$ cat config.mk
export PLATFORM = sky130hd
export DESIGN_NAME = fpu_add_seq
export DESIGN_NICKNAME = d
export VERILOG_FILES = /design/src/rtl/fpu_pkg.sv /design/src/rtl/leading_zeroth_bit.sv /design/src/rtl/fpu_add_seq.sv
export SDC_FILE = /design/constraint.sdc
export NUM_CORES = 1
export LEC_CHECK = 0
export ABC_CLOCK_PERIOD_IN_PS = 13500
export CAP_MARGIN = 20
export CORE_MARGIN = 1
export CORE_UTILIZATION = 25
export CTS_BUF_LIST = sky130_fd_sc_hd__clkbuf_8
export CTS_CLUSTER_SIZE = 30
export DETAILED_ROUTE_END_ITERATION = 10
export REMOVE_ABC_BUFFERS = 1
export SLEW_MARGIN = 20
export SYNTH_ARGS = -nofsm -noshare
export SYNTH_HDL_FRONTEND = slang
export SYNTH_SLANG_ARGS = --single-unit
$ cat constraint.sdc
create_clock -name clk -period 13.5 [get_ports clk]
set_clock_uncertainty 0.1 [all_clocks]
set_input_delay 4.05 -clock clk [delete_from_list [all_inputs] [get_ports clk]]
set_output_delay 4.05 -clock clk [all_outputs]
set_load 0.02 [all_outputs]
$ cat src/rtl/fpu_pkg.sv
// Shared constants and types for the binary32 add/sub sequencer.
// Field offsets, special encodings, flag bit positions and the FSM state encoding.
package fpu_pkg;

  localparam int FP32_W     = 32;
  localparam int SIGN_BIT   = 31;
  localparam int EXP_MSB    = 30;
  localparam int EXP_LSB    = 23;
  localparam int MAN_MSB    = 22;
  localparam int EXP_BIAS   = 127;
  localparam int EXP_MAX    = 255;

  localparam logic [FP32_W-1:0] QNAN_CANON = 32'h7FC0_0000;

  // out_flags = {NV, OF, NX}
  localparam int FLAG_NV = 2;
  localparam int FLAG_OF = 1;
  localparam int FLAG_NX = 0;

  typedef enum logic [2:0] {
    ST_IDLE  = 3'd0,
    ST_ALIGN = 3'd1,
    ST_ADD   = 3'd2,
    ST_NORM  = 3'd3,
    ST_ROUND = 3'd4,
    ST_DONE  = 3'd5
  } state_t;

endpackage

$ cat src/rtl/leading_zeroth_bit.sv
// Leading-zero counter: number of zero bits above the most significant one.
// An all-zero input returns Bit_Length.
module leading_zeroth_bit #(
  parameter int Bit_Length   = 25,
  parameter int Bit_Length_O = 6
) (
  input  logic [Bit_Length-1:0]   in_bits,
  output logic [Bit_Length_O-1:0] lz
);

  always_comb begin
    lz = Bit_Length_O'(Bit_Length);
    // Scanning upward, the last set bit seen is the leading one.
    for (int i = 0; i < Bit_Length; i++) begin
      if (in_bits[i]) begin
        lz = Bit_Length_O'(Bit_Length - 1 - i);
      end
    end
  end

endmodule

$ cat src/rtl/fpu_add_seq.sv
// Multi-cycle binary32 add/sub: IDLE -> ALIGN -> ADD -> NORM -> ROUND -> DONE.
// Subnormals flush to zero; round to nearest even; specials resolved at accept.
module fpu_add_seq
  import fpu_pkg::*;
#(
  parameter int EXP_W = 8,
  parameter int MAN_W = 23,
  parameter int LZC_W = 6
) (
  input  logic                 clk,
  input  logic                 reset,
  input  logic                 in_valid,
  output logic                 in_ready,
  input  logic [EXP_W+MAN_W:0] in_a,
  input  logic [EXP_W+MAN_W:0] in_b,
  input  logic                 in_sub,
  output logic                 out_valid,
  input  logic                 out_ready,
  output logic [EXP_W+MAN_W:0] out_result,
  output logic [2:0]           out_flags
);

  localparam int FP_W = EXP_W + MAN_W + 1;
  localparam int FW   = MAN_W + 4;   // {hidden, mantissa, G, R, S}
  localparam int SW   = MAN_W + 5;   // FW plus carry
  localparam int NW   = MAN_W + 2;   // {carry, hidden, mantissa}
  localparam int XW   = EXP_W + 2;   // headroom for exp+1 overflow
  localparam logic [EXP_W-1:0] EXP_ONES = '1;

  state_t state_q, state_d;
  logic [FP_W-1:0] op_a_q, op_a_d;
  logic [FP_W-1:0] op_b_q, op_b_d;
  logic            sign_q, sign_d;
  logic            eff_sub_q, eff_sub_d;
  logic [XW-1:0]   exp_q, exp_d;
  logic [SW-1:0]   mant_q, mant_d;
  logic [FW-1:0]   mant_b_q, mant_b_d;
  logic            zero_q, zero_d;
  logic            zero_nx_q, zero_nx_d;
  logic [FP_W-1:0] result_q, result_d;
  logic [2:0]      flags_q, flags_d;

  // ---------------- accept-cycle decode and special results ----------------
  logic             a_sign, b_sign;
  logic [EXP_W-1:0] a_exp, b_exp;
  logic [MAN_W-1:0] a_man, b_man;
  logic             a_zero, b_zero, a_inf, b_inf, a_nan, b_nan, a_snan, b_snan;
  logic             special;
  logic [FP_W-1:0]  spec_result;
  logic [2:0]       spec_flags;

  assign a_sign = in_a[FP_W-1];
  assign a_exp  = in_a[FP_W-2:MAN_W];
  assign a_man  = in_a[MAN_W-1:0];
  assign b_sign = in_b[FP_W-1] ^ in_sub;
  assign b_exp  = in_b[FP_W-2:MAN_W];
  assign b_man  = in_b[MAN_W-1:0];

  always_comb begin
    // A zero exponent covers both true zeros and flushed subnormals.
    a_zero  = (a_exp == '0);
    b_zero  = (b_exp == '0);
    a_inf   = (a_exp == EXP_ONES) && (a_man == '0);
    b_inf   = (b_exp == EXP_ONES) && (b_man == '0);
    a_nan   = (a_exp == EXP_ONES) && (a_man != '0);
    b_nan   = (b_exp == EXP_ONES) && (b_man != '0);
    a_snan  = a_nan && !a_man[MAN_W-1];
    b_snan  = b_nan && !b_man[MAN_W-1];
    special = a_zero | b_zero | a_inf | b_inf | a_nan | b_nan;

    spec_result = '0;
    spec_flags  = '0;
    if (a_nan || b_nan) begin
      spec_result          = QNAN_CANON;
      spec_flags[FLAG_NV]  = a_snan | b_snan;
    end else if (a_inf && b_inf) begin
      if (a_sign != b_sign) begin
        spec_result         = QNAN_CANON;
        spec_flags[FLAG_NV] = 1'b1;
      end else begin
        spec_result = {a_sign, EXP_ONES, {MAN_W{1'b0}}};
      end
    end else if (a_inf) begin
      spec_result = {a_sign, EXP_ONES, {MAN_W{1'b0}}};
    end else if (b_inf) begin
      spec_result = {b_sign, EXP_ONES, {MAN_W{1'b0}}};
    end else if (a_zero && b_zero) begin
      spec_result = {a_sign & b_sign, {(FP_W-1){1'b0}}};
    end else if (a_zero) begin
      spec_result = {b_sign, b_exp, b_man};
    end else begin
      spec_result = {a_sign, a_exp, a_man};
    end
  end

  // ---------------- alignment ----------------
  logic             swap;
  logic [EXP_W-1:0] big_exp, small_exp, exp_diff, shamt;
  logic [MAN_W-1:0] big_man, small_man;
  logic [2*FW-1:0]  small_wide;
  logic [FW-1:0]    small_aligned;

  always_comb begin
    // Exponent and mantissa are contiguous, so one compare orders magnitudes.
    swap      = op_b_q[FP_W-2:0] > op_a_q[FP_W-2:0];
    big_exp   = swap ? op_b_q[FP_W-2:MAN_W] : op_a_q[FP_W-2:MAN_W];
    big_man   = swap ? op_b_q[MAN_W-1:0]    : op_a_q[MAN_W-1:0];
    small_exp = swap ? op_a_q[FP_W-2:MAN_W] : op_b_q[FP_W-2:MAN_W];
    small_man = swap ? op_a_q[MAN_W-1:0]    : op_b_q[MAN_W-1:0];
    exp_diff  = big_exp - small_exp;
    shamt     = (exp_diff > EXP_W'(FW)) ? EXP_W'(FW) : exp_diff;
    small_wide    = {1'b1, small_man, 3'b000, {FW{1'b0}}} >> shamt;
    small_aligned = {small_wide[2*FW-1:FW+1], small_wide[FW] | (|small_wide[FW-1:0])};
  end

  // ---------------- normalization ----------------
  logic [LZC_W-1:0] lz;
  logic [XW-1:0]    lz_m1, exp_m1, norm_sh;
  logic [SW-1:0]    norm_mant;

  leading_zeroth_bit #(
    .Bit_Length  (NW),
    .Bit_Length_O(LZC_W)
  ) u_lzc (
    .in_bits(mant_q[SW-1:3]),
    .lz     (lz)
  );

  always_comb begin
    lz_m1     = XW'(lz) - XW'(1);
    exp_m1    = exp_q - XW'(1);
    norm_sh   = (lz_m1 < exp_m1) ? lz_m1 : exp_m1;
    norm_mant = mant_q << norm_sh;
  end

  // ---------------- rounding ----------------
  logic            rnd_g, rnd_r, rnd_s, rnd_up;
  logic [NW-1:0]   rnd_mant;
  logic [XW-1:0]   rnd_exp;
  logic [MAN_W-1:0] rnd_frac;
  logic [FP_W-1:0] rnd_result;
  logic [2:0]      rnd_flags;

  always_comb begin
    rnd_g    = mant_q[2];
    rnd_r    = mant_q[1];
    rnd_s    = mant_q[0];
    rnd_up   = rnd_g & (rnd_r | rnd_s | mant_q[3]);
    rnd_mant = {1'b0, mant_q[SW-2:3]} + NW'(rnd_up);
    rnd_exp  = exp_q;
    rnd_frac = rnd_mant[MAN_W-1:0];
    if (rnd_mant[NW-1]) begin
      rnd_exp  = exp_q + XW'(1);
      rnd_frac = rnd_mant[MAN_W:1];
    end

    rnd_result = '0;
    rnd_flags  = '0;
    if (zero_q) begin
      rnd_result          = {sign_q, {(FP_W-1){1'b0}}};
      rnd_flags[FLAG_NX]  = zero_nx_q;
    end else if (rnd_exp >= XW'(EXP_ONES)) begin
      rnd_result          = {sign_q, EXP_ONES, {MAN_W{1'b0}}};
      rnd_flags[FLAG_OF]  = 1'b1;
      rnd_flags[FLAG_NX]  = 1'b1;
    end else begin
      rnd_result          = {sign_q, rnd_exp[EXP_W-1:0], rnd_frac};
      rnd_flags[FLAG_NX]  = rnd_g | rnd_r | rnd_s;
    end
  end

  // ---------------- FSM next state ----------------
  always_comb begin
    state_d   = state_q;
    op_a_d    = op_a_q;
    op_b_d    = op_b_q;
    sign_d    = sign_q;
    eff_sub_d = eff_sub_q;
    exp_d     = exp_q;
    mant_d    = mant_q;
    mant_b_d  = mant_b_q;
    zero_d    = zero_q;
    zero_nx_d = zero_nx_q;
    result_d  = result_q;
    flags_d   = flags_q;

    case (state_q)
      ST_IDLE: begin
        if (in_valid) begin
          op_a_d    = in_a;
          op_b_d    = {b_sign, in_b[FP_W-2:0]};
          zero_d    = 1'b0;
          zero_nx_d = 1'b0;
          if (special) begin
            result_d = spec_result;
            flags_d  = spec_flags;
            state_d  = ST_DONE;
          end else begin
            state_d  = ST_ALIGN;
          end
        end
      end
      ST_ALIGN: begin
        sign_d    = swap ? op_b_q[FP_W-1] : op_a_q[FP_W-1];
        eff_sub_d = op_a_q[FP_W-1] ^ op_b_q[FP_W-1];
        exp_d     = XW'(big_exp);
        mant_d    = {2'b01, big_man, 3'b000};
        mant_b_d  = small_aligned;
        state_d   = ST_ADD;
      end
      ST_ADD: begin
        mant_d  = eff_sub_q ? (mant_q - {1'b0, mant_b_q}) : (mant_q + {1'b0, mant_b_q});
        state_d = ST_NORM;
      end
      ST_NORM: begin
        if (mant_q[SW-1]) begin
          mant_d = {1'b0, mant_q[SW-1:2], mant_q[1] | mant_q[0]};
          exp_d  = exp_q + XW'(1);
        end else if (mant_q == '0) begin
          // Exact cancellation always yields +0 here; -0 - (+0) is a special case.
          zero_d    = 1'b1;
          zero_nx_d = 1'b0;
          sign_d    = 1'b0;
        end else begin
          mant_d = norm_mant;
          exp_d  = exp_q - norm_sh;
          if (!norm_mant[SW-2]) begin
            zero_d    = 1'b1;
            zero_nx_d = 1'b1;
          end
        end
        state_d = ST_ROUND;
      end
      ST_ROUND: begin
        result_d = rnd_result;
        flags_d  = rnd_flags;
        state_d  = ST_DONE;
      end
      ST_DONE: begin
        if (out_ready) begin
          state_d = ST_IDLE;
        end
      end
      default: state_d = ST_IDLE;
    endcase
  end

  always_ff @(posedge clk) begin
    if (reset) begin
      state_q   <= ST_IDLE;
      op_a_q    <= '0;
      op_b_q    <= '0;
      sign_q    <= 1'b0;
      eff_sub_q <= 1'b0;
      exp_q     <= '0;
      mant_q    <= '0;
      mant_b_q  <= '0;
      zero_q    <= 1'b0;
      zero_nx_q <= 1'b0;
      result_q  <= '0;
      flags_q   <= '0;
    end else begin
      state_q   <= state_d;
      op_a_q    <= op_a_d;
      op_b_q    <= op_b_d;
      sign_q    <= sign_d;
      eff_sub_q <= eff_sub_d;
      exp_q     <= exp_d;
      mant_q    <= mant_d;
      mant_b_q  <= mant_b_d;
      zero_q    <= zero_d;
      zero_nx_q <= zero_nx_d;
      result_q  <= result_d;
      flags_q   <= flags_d;
    end
  end

  assign in_ready   = (state_q == ST_IDLE);
  assign out_valid  = (state_q == ST_DONE);
  assign out_result = result_q;
  assign out_flags  = flags_q;

endmodule
# Yosys cells after proc, flatten, opt, wreduce, memory -nomap -nowiden
# Index checks and enable logic that the tools add are counted.
# op_classes
add_sub_neg,8
multipliers,0
div,0
n_lt_le_gt_ge,4
n_eq_ne,15
n_shift,2
muxes,78
bitwise_logic,15
reduce_logical,31
# op_table
operator,count
$mux 32,9
$mux 28,3
$pmux 28 s3,1
$mux 5,16
$mux 23,3
$pmux 32 s2,1
$mux 31,2
$shr 54x8->54,1
$logic_not 23->1,2
$reduce_bool 23->1,2
$mux 10,4
$mux 4,8
$gt 31x31->1,1
$add 28x27->28,1
$logic_not 28->1,1
$shl 28x10->28,1
$sub 28x27->28,1
$reduce_or 27->1,1
$add 24x1->25,1
$mux 8,3
$pmux 10 s2,1
$pmux 3 s6,1
$mux 1,17
$eq 8x8->1 const B,2
31 further kinds,70
# word_totals
reg_bits,171
latch_bits,0
ramBits,0
rom_bits,0
inputBits,69
out_inout_bits,37
wordCells,166
n_memories,0

# Longest topological paths before layout
# logic_depth
ltp_word,33
mapped_depth,44
mapped_depth_nobuf,40

# By module
# A second synthesis with hierarchy kept.
# hier_totals
hier_cells,2353
area_unflattened_um2,16318.2
# modules_own_cells
module,instances,cells_per_inst,area_per_inst_um2
fpu_add_seq,1,2302,16027.9
leading_zeroth_bit,1,51,290.3

# Least setup slack after synthesis
# No wires, ideal clock.
# synth_timing
path_kind,reg-to-reg
startpoint,register mant_q[5]
endpoint,register exp_q[9]
setup_time_ns,0.128
t_arrival_ns,6.643
required_ns,13.272
path_slack_ns,6.630
path_stages_with_launch,43
path_buffers,4
synth_period_minus_slack_ns,6.870
cell_sequence,dfxtp_1 -> clkbuf_1 -> inv_1 -> a21oi_1 -> o21bai_1 -> a21oi_1 -> o21bai_1 -> a21oi_1 -> o221ai_1 -> a221oi_1 -> or2_2 -> ha_1 -> nand2_1 -> nor2_1 -> nor2_1 -> nor2_1 -> inv_1 -> ha_1 -> [... 7 more ...] -> buf_2 -> buf_1 -> ha_1 -> inv_1 -> o21ai_0 -> and2_1 -> o21ai_0 -> nand2_1 -> and2_1 -> o21ai_0 -> nand2b_1 -> a21o_1 -> a21oi_1 -> xnor2_1 -> xnor2_1 -> mux2i_1 -> a22oi_1 -> nor2_1
# synth_between
elab_chain_len,30
# synth_lines
item,line,source
from (decl),fpu_add_seq.sv:36,"logic [SW-1:0] mant_q, mant_d;"
from (signal assigned),fpu_add_seq.sv:269,mant_q <= mant_d;
$mux 4 (7 in series),leading_zeroth_bit.sv:15,if (in_bits[i]) begin
$mux 5 (16 in series),leading_zeroth_bit.sv:15,
$sub 6x1->7,fpu_add_seq.sv:130,lz_m1 = XW'(lz) - XW'(1);
$lt 10x10->1,fpu_add_seq.sv:132,norm_sh = (lz_m1 < exp_m1) ? lz_m1 : exp_m1;
$mux 10,fpu_add_seq.sv:132,
$sub 10x10->10,fpu_add_seq.sv:226,exp_d = exp_q - norm_sh;
$mux 10,fpu_add_seq.sv:219,end else if (mant_q == '0) begin
$mux 10,fpu_add_seq.sv:216,if (mant_q[SW-1]) begin
$pmux 10 s2,fpu_add_seq.sv:187,case (state_q)
to (signal assigned),fpu_add_seq.sv:268,exp_q <= exp_d;
to (decl),fpu_add_seq.sv:35,"logic [XW-1:0] exp_q, exp_d;"
# Parallel ways exist; a longest one is shown, timed or not. The select of a mux whose other input is x is not followed.
# A chain may end at the register's enable or synchronous reset.

# Final worst setup path
# Same ends and word-level chain as after synthesis.

==> results.txt <==
Status - finished, final reports clean
Nets@finish - 2534
Die W - 258 um
Ys flop type - dfxtp_1
Share of flip-flops with an asynchronous set or reset - 0%
DRC - 0
Final hold violation count - 0
Hold Path Cell Cnt - 2
Avg WL per Cell - 20.1 um
Synth-to-Final Area Change - 13.1%
H-tree depth - 4
Design area - 18600 um2
Slowest stage cell, crit path - a221oi_1
TritonCTS clock tree - built
Worst setup path class - reg2reg
Crit path required time - 13.77 ns
TritonCTS buffer count - 17
Min-Delay Endpoint - op_a_q[20]
Number of global-route vias before repair - 16349
FP Rows - 93
Total GRT Usage - 18.9%
Maximum VDD drop - 0.000166 V
Post-synthesis sequential area ratio - 20.9%
RSZ-0062 raised after global routing - false
Worst R2R Setup Slack - 5.55 ns
Total setup buffers inserted after CTS - 0
Hold buffers post-CTS - 0
Met3 Use GR - 2.52%
Met1 Usage GRT - 27.1%
Final ANT Viol Nets - 0
Least-Margin Pin Slew - 1.06 ns
Share of cells above drive strength 1 - 5.47%
Max-cap viol count - 0
Pre-CTS WS - 5.68 ns
Sink Count - 171
CP endpoint kind - flip-flop
RR Startpoint - mant_q[5]
Most frequent cells in the layout - nand2_1 (292), nor2_1 (284), a21oi_1 (254)
Worst Path Buf+Inv - 5
Via-to-Cell Ratio - 5.61
Fin crit share - 58.9%
Global-route wire length before repair - 99.4 mm
Synthesis warning total - 0
Core ar. - 64700 um2
Filler Cells Inserted - 7239
Initial antenna violation count - 2
Post-synth top area share - 20.9%
Setup WS post-layout - 5.55 ns
I/O Pins - 106
Die ar. - 66700 um2
GR Layer Usage met2 - 29.1%
CTS Root Cell - clkbuf_8
Cell leakage power - 6.69 nW
Crit path DAT - 8.22 ns
Initial Util - 25.4%
DR vias - 18227
First-pass DRT Iterations - 6
Iteration-0 DRC Markers - 2084
Busiest layer in global routing - met2
R2r endpoint - exp_q[9]
CP top delay family - compound AO/OA/AOI/OAI gates
Maximum clock path buffer count - 2
Worst setup SP type - flip-flop
Crit-path most repeated cell - a21oi_1
Tmin final - 7.95 ns
Top cells by area, synth - dfxtp_1 (21%), a21oi_1 (7.8%), nand2_1 (6.7%)
Mapped Area - 16400 um2
Post-CTS Resized - 0
DIE HEIGHT - 258 um
Slew Viols, Final - 0
Dpl hpwl - 49.8 mm
CTS clock-pin slew for the worst setup and hold paths - 0.11 ns
Yosys reg bits - 171
Synth cell types - 92
Worst Hold Class - reg2reg
Drt total wl - 65.2 mm
Largest fanout on the critical path - 32
Max-slew headroom - 28.6%
Leading area contributor after synthesis - dfxtp_1
IO Port Bufs - 105
Largest net degree at the start of global routing - 109
Power density cells - 249 nW/um2
Routability cong. - 0.979
Syn Inst Count - 2399
Dpl cell area - 18100 um2
FF-to-FF path depth - 38
Global route total overflow - 0
CP Depth - 38
Setup TNS - 0 ns
Hold_sp - op_a_q[20]
Peak per-stage delay on the critical path - 0.74 ns
Setup-failing EPs final - 0
Achievable Freq - 126 MHz
Post-synth EDFFs - 0
Avg Inst Size Synth - 6.84 um2
Commonest non-fill, non-tap cell in the layout - nand2_1
Worst skew pair latency - 0.51 ns
## state kept, by name, summed over array words and instances, names as in the netlist
name	cells
eff_sub_q	1
exp_q	10
mant_b_q	27
mant_q	28
op_a_q	32
op_b_q	32
out_flags	3
out_result	32
sign_q	1
state_q	3
zero_nx_q	1
zero_q	1
## how the worst max path moves through the flow
stage                          from              to  slack, ns
after floorplan            in_a[23]  out_result[11]       3.57
after global placement    mant_q[5]        exp_q[9]       5.64
after detailed placement  mant_q[5]        exp_q[9]       5.68
after CTS                 mant_q[5]        exp_q[9]       5.67
after global routing      mant_q[5]        exp_q[9]       4.83
final                     mant_q[5]        exp_q[9]       5.55
## cell type report
type                    instances  area, um2  share of cell area [%]
multi-input cells            1957      12000                    64.6
flip-flops and latches        171       3420                    18.4
repair buffers                139       1310                    7.04
well taps                     855       1070                    5.76
inverters                      94        353                    1.90
clock buffers                  17        234                    1.26
clock inverters                15        176                   0.950
diodes                          2       5.00                  0.0270
## power by group
| part | total (mW) | switching (mW) | internal (mW) |
|---|---|---|---|
| Combinational | 3.54 | 2.30 | 1.24 |
| Sequential | 0.688 | 0.128 | 0.560 |
| Clock | 0.394 | 0.237 | 0.157 |
## layer usage
layer / up-vias / wire (um)
li1: 8678 / -
met1: 8625 / 29700
met2: 800 / 28300
met3: 124 / 5200
met4: 0 / 1960
met5: - / 0
## synth_stat cells, types with 12 or more instances
cell type	count
nand2_1	293
nor2_1	285
a21oi_1	255
dfxtp_1	171
o21ai_0	171
clkbuf_1	149
inv_1	91
nand3_1	87
ha_1	83
nor3_1	76
xnor2_1	76
a211oi_1	54
mux2i_1	54
o211ai_1	41
nor4_1	33
o221ai_1	27
a31oi_1	25
xor2_1	24
a22oi_1	22
o31ai_1	22
and3_1	21
and2_1	20
nand4_1	20
a221oi_1	16
nand2b_1	16
a21o_1	15
buf_1	13
mux2_2	13
nor2b_1	12
## through the flow
stage,util [%],power (mW),hold WS [ns],cells
finish,28.7,4.62,0.365,3250
global placement,28.0,4.16,0.344,3216
global route,28.7,4.93,0.387,3248
floorplan,-,3.05,0.330,2222
CTS,28.7,4.52,0.364,3248
detailed placement,28.0,4.11,0.348,3216
## cells by family (layout without fill, tap and decap cells)
logic type,after synthesis,in the layout,share of synthesized area [%]
xor+xnor,100,100,5.33
fa+ha+maj,85,85,6.57
simple gates,911,911,25.3
other cells,0,2,0
mux,73,73,5.01
compound gates,788,788,30.5
buf+inv,271,265,6.44
flops,171,171,20.9
## worst register-to-register path: cells and delay by family, from the launching register on
family	cells	cell delay, ns
xor gates and xnor gates	2	0.29
DFF	1	0.55
muxes	1	0.09
and+or+nand+nor	7	0.92
buffers and inverters	5	1.30
adders and majority gates	3	0.74
AOI/OAI and AO/OA	20	3.81
Note: power is estimated with default switching activity, not from simulation.
